<file path="src/rtl/cachefill.sv">
// Line-replacement sequencer: captures a miss and its victim, writes the old line back
// when dirty, fetches the new line beat by beat, then commits the fill for one cycle.
module cachefill #(
  parameter  int NUMWAYS   = 4,
  parameter  int SETLEN    = 7,
  parameter  int TAGLEN    = 20,
  parameter  int LINELEN   = 256,
  parameter  int AHBW      = 64,
  localparam int BEATS     = LINELEN / AHBW,
  localparam int BEATLEN   = $clog2(BEATS),
  localparam int OFFSETLEN = $clog2(LINELEN / 8),
  localparam int PABITS    = TAGLEN + SETLEN + OFFSETLEN
) (
  input  logic               clk,
  input  logic               reset,
  input  logic               Miss,
  input  logic [TAGLEN-1:0]  MissTag,
  input  logic [SETLEN-1:0]  MissSet,
  input  logic [NUMWAYS-1:0] VictimWay,
  input  logic               VictimDirty,
  input  logic [TAGLEN-1:0]  VictimTag,
  input  logic               BusAck,
  output logic               BusReq,
  output logic               BusWrite,
  output logic [PABITS-1:0]  BusAdr,
  output logic [BEATLEN-1:0] BeatIdx,
  output logic               FetchBeatWrEn,
  output logic [NUMWAYS-1:0] FillWay,
  output logic               SetValid,
  output logic               ClearDirty,
  output logic               LRUWriteEn,
  output logic               Busy,
  output logic               Done
);

  // state     | meaning
  // IDLE      | waiting for Miss; victim and miss address captured on Miss
  // WRITEBACK | streaming the dirty victim line out, one beat per BusAck
  // FETCH     | streaming the new line in, each acked beat written to FillWay
  // COMMIT    | single cycle: set valid, clear dirty, advance replacement state
  typedef enum logic [1:0] {IDLE, WRITEBACK, FETCH, COMMIT} state_t;

  localparam logic [BEATLEN-1:0] LAST_BEAT = BEATLEN'(BEATS - 1);

  state_t              state;
  logic [BEATLEN-1:0]  beat_idx;
  logic [NUMWAYS-1:0]  fill_way;
  logic [TAGLEN-1:0]   victim_tag_q;
  logic [TAGLEN-1:0]   miss_tag_q;
  logic [SETLEN-1:0]   miss_set_q;
  logic                bus_req_q;
  logic                bus_write_q;
  logic                busy_q;
  logic                commit_q;
  logic [TAGLEN-1:0]   adr_tag;

  // Control outputs are registered alongside the state so they change only on edges.
  always_ff @(posedge clk or posedge reset) begin
    if (reset) begin
      state        <= IDLE;
      beat_idx     <= '0;
      fill_way     <= '0;
      victim_tag_q <= '0;
      miss_tag_q   <= '0;
      miss_set_q   <= '0;
      bus_req_q    <= 1'b0;
      bus_write_q  <= 1'b0;
      busy_q       <= 1'b0;
      commit_q     <= 1'b0;
    end else begin
      case (state)
        IDLE: begin
          if (Miss) begin
            fill_way     <= VictimWay;
            victim_tag_q <= VictimTag;
            miss_tag_q   <= MissTag;
            miss_set_q   <= MissSet;
            beat_idx     <= '0;
            busy_q       <= 1'b1;
            bus_req_q    <= 1'b1;
            bus_write_q  <= VictimDirty;
            state        <= VictimDirty ? WRITEBACK : FETCH;
          end
        end
        WRITEBACK: begin
          if (BusAck) begin
            if (beat_idx == LAST_BEAT) begin
              beat_idx    <= '0;
              bus_write_q <= 1'b0;
              state       <= FETCH;
            end else begin
              beat_idx <= beat_idx + 1'b1;
            end
          end
        end
        FETCH: begin
          if (BusAck) begin
            if (beat_idx == LAST_BEAT) begin
              beat_idx  <= '0;
              bus_req_q <= 1'b0;
              commit_q  <= 1'b1;
              state     <= COMMIT;
            end else begin
              beat_idx <= beat_idx + 1'b1;
            end
          end
        end
        COMMIT: begin
          commit_q <= 1'b0;
          busy_q   <= 1'b0;
          state    <= IDLE;
        end
        default: state <= IDLE;
      endcase
    end
  end

  // Only the writeback phase addresses the old line; everything else uses the miss tag.
  assign adr_tag = (state == WRITEBACK) ? victim_tag_q : miss_tag_q;

  assign BusAdr        = {adr_tag, miss_set_q, beat_idx, {(OFFSETLEN - BEATLEN){1'b0}}};
  assign BusReq        = bus_req_q;
  assign BusWrite      = bus_write_q;
  assign BeatIdx       = beat_idx;
  assign FetchBeatWrEn = (state == FETCH) && BusAck;
  assign FillWay       = fill_way;
  assign SetValid      = commit_q;
  assign ClearDirty    = commit_q;
  assign LRUWriteEn    = commit_q;
  assign Busy          = busy_q;
  assign Done          = commit_q;

endmodule

</file>
<file path="config.mk">
export PLATFORM = sky130hd
export DESIGN_NAME = cachefill
export DESIGN_NICKNAME = d
export VERILOG_FILES = /design/src/rtl/cachefill.sv
export SDC_FILE = /design/constraint.sdc
export NUM_CORES = 1
export LEC_CHECK = 0
export BUFFER_PORTS_ARGS = -buffer_cell sky130_fd_sc_hd__buf_2
export CAP_MARGIN = 20
export CORE_UTILIZATION = 33
export CTS_CLUSTER_SIZE = 8
export DETAILED_ROUTE_END_ITERATION = 10
export PLACE_DENSITY_LB_ADDON = 0.25
export SLEW_MARGIN = 15
export SYNTH_ARGS = -nofsm -noshare
export SYNTH_HDL_FRONTEND = slang
export SYNTH_SLANG_ARGS = --single-unit
</file>
<file path="constraint.sdc">
create_clock -name clk -period 2.6 [get_ports clk]
set_clock_uncertainty 0.15 [all_clocks]
set_input_delay 0.26 -clock clk [delete_from_list [all_inputs] [get_ports clk]]
set_output_delay 0.26 -clock clk [all_outputs]
set_load 0.01 [all_outputs]
</file>
==> results_dict.tcl <==
set metrics [dict create \
    status "finished clean" \
    core_area_sq_um 8382 \
    utilization 0.4908 \
    yosys.area.top_type "dfrtp_1" \
    hold_violations 0 \
    start_util 0.3484 \
    setup_viol 0 \
    p_per_area_nw_per_um2 1177 \
    synth_ff_type "dfrtp_1" \
    grt_pass1_wl_um 9494 \
    cts-htree-levels 3 \
    cts_setup_buffers 0 \
    drt_iter0_markers 64 \
    yosysWarnings 0 \
    cts_tree "done" \
    grt_pass1_vias 2002 \
    worstPathArrival_ps 1860 \
    synthArstFlopShare 1.000 \
    yosys-top-cells-area "dfrtp_1, mux2_4, mux2_2" \
    slew_viol_final 0 \
    power.total_w 0.004840 \
    synth.distinct_cells 28 \
    die_w_um 96.07 \
    yosysSeqAreaShare 0.5056 \
    gp_congestion 0.7471 \
    cts.path.max_buffers 2 \
    layout_min_cycle_time_ps 2273 \
    remaining_drc_errors 0 \
    whs_ps 16.89 \
    end_kind "output port" \
    wl_um 5878 \
    cts.sinks 59 \
    ant_nets 0 \
    root_buffer "clkbuf_8" \
    irDropWorstVdd_mv 0.4695 \
    drv_cap 0 \
    synth-edff-count 0 \
    rows 33 \
    fin_cells 447 \
    cts_buffers 9 \
    fin_crit_sh 0.8741 \
    clock.fmax_mhz 440.0 \
    cpPeakStageDelay_ps 400 \
    crit_chain "inv_1 > ha_1 > buf_4 > mux2_2 > buf_2" \
    place_inst 387 \
    dr.pass1.iters 4 \
    syn_area_sq_um 2920 \
    path_max_fanout 12 \
    dp_hpwl_um 3819 \
    cp_data_required_time_ps 2190 \
    dieArea_sq_um 9229 \
    cts.repair.resized 0 \
    diodes 0 \
    die_h_um 96.07 \
    start_kind "register" \
    syn2layout_area_growth_pct 40.87 \
    crit_type "reg2out" \
    num_vias 1988 \
    min_path_type "in2reg" \
    n_fill_cell 761 \
    syn_area_per_cell_sq_um 15.05 \
    insertion_delay_ps 330 \
    netlist_instances 194 \
    io_buffers 98 \
    num_io_pins 102 \
    ys_seq_elements 59 \
    p_leak_nw 2.098 \
    clkTransAtPathRegs_ps 70 \
    grt_overflow_total 0 \
    fin_setup_tns_ps 0 \
    yosys.area.top_type_share 0.5056 \
    grt_max_degree 60 \
    vias_per_cell 4.447 \
    rsz0062_at_grt "no" \
    drive_gt1_frac 0.5673 \
    hold_buffers 41 \
    routedWlPerCell_um 13.15 \
    cpMaxStageDelayCell "dfrtp_1" \
    antenna_found_initial 0 \
    fin_nets 398 \
    track_usage 0.1389 \
]
## worst max-delay path: cells and delay by family (launching register included)
family | cells | cell delay (ps)
buffers and inverters | 3 | 490
adders and majority gates | 1 | 260
DFF | 1 | 400
muxes | 1 | 360
## Yosys cell counts, types with 3 or more instances
cell type and number:
a21oi_1 5, buf_4 10, buf_6 5, dfrtp_1 59, ha_1 5, inv_1 7
mux2_2 21, mux2_4 50, mux2i_1 4, nand2_1 3, nor2b_1 3, o21ai_0 3
## flip-flops by register name (all words and copies together) (netlist names)
register and flops:
BeatIdx 2, Busy 1, FillWay 4, state 2, miss_tag_q 20, ClearDirty 1, victim_tag_q 20, BusWrite 1
BusReq 1, miss_set_q 7
## cell usage in the layout, fill, tap and decap left out, types with 4 or more instances in the layout
cell,count
ha_1,5
mux2_4,50
inv_1,6
mux2i_1,4
buf_2,98
clkbuf_8,10
mux2_2,21
dfrtp_1,59
clkinvlp_4,4
dlygate4sd3_1,44
a21oi_1,5
## stage by stage
step                worst slack [ps]  cell area, sq um
floorplan                      733.7              2928
detailed placement             697.1              3471
global route                   197.5              4114
finish                         327.4              4114
CTS                            306.7              4084
global placement               731.2              3471
## cell type report
| class | count | area (sq um) | share of cell area |
|---|---|---|---|
| Sequential cell | 59 | 1476 | 0.3589 |
| Clock inverter | 6 | 65.06 | 0.01582 |
| Multi-Input combinational cell | 113 | 1284 | 0.3120 |
| Clock buffer | 10 | 137.6 | 0.03345 |
| Tap cell | 105 | 131.4 | 0.03193 |
| Timing Repair Buffer | 147 | 993.5 | 0.2415 |
| Inverter | 7 | 26.28 | 0.006387 |
## power by group
group / internal (W) / switching, W / total (W)
Combinational: 0.00140 / 0.000943 / 0.00234
Sequential: 0.00138 / 0.000267 / 0.00165
Clock: 0.000466 / 0.000381 / 0.000847
Total: 0.00325 / 0.00159 / 0.00484
## cells by family after synthesis
family / count (synthesis) / share of synthesized area
buffers and inverters: 24 / 0.05741
AOI/OAI and AO/OA: 16 / 0.03428
DFF: 59 / 0.5056
muxes: 75 / 0.3518
and+or+nand+nor: 14 / 0.02828
other: 1 / 0.001284
adders and majority gates: 5 / 0.02142
## final timing paths
check | startpoint | endpoint | slack (ps) | cells past startpoint
max in group asynchronous | reset | miss_tag_q[17] | 1650 | 4
hold / removal | MissSet[3] | miss_set_q[3] | 20 | 2
setup reg to reg | state[0] | miss_tag_q[19] | 730 | 5
min in group asynchronous | reset | ClearDirty | 370 | 4
setup / recovery | state[1] | BusAdr[15] | 330 | 5
hold reg to reg | FillWay[2] | FillWay[2] | 360 | 1
## per-layer routing
metal	wire, um	global-route usage	up-vias
met2	2856	0.2216	66
met4	121	0.07463	0
met3	273	0.03081	10
li1	-	-	954
met1	2627	0.1746	958
met5	0	0	-
No activity file was read; power rests on OpenSTA's default activity.
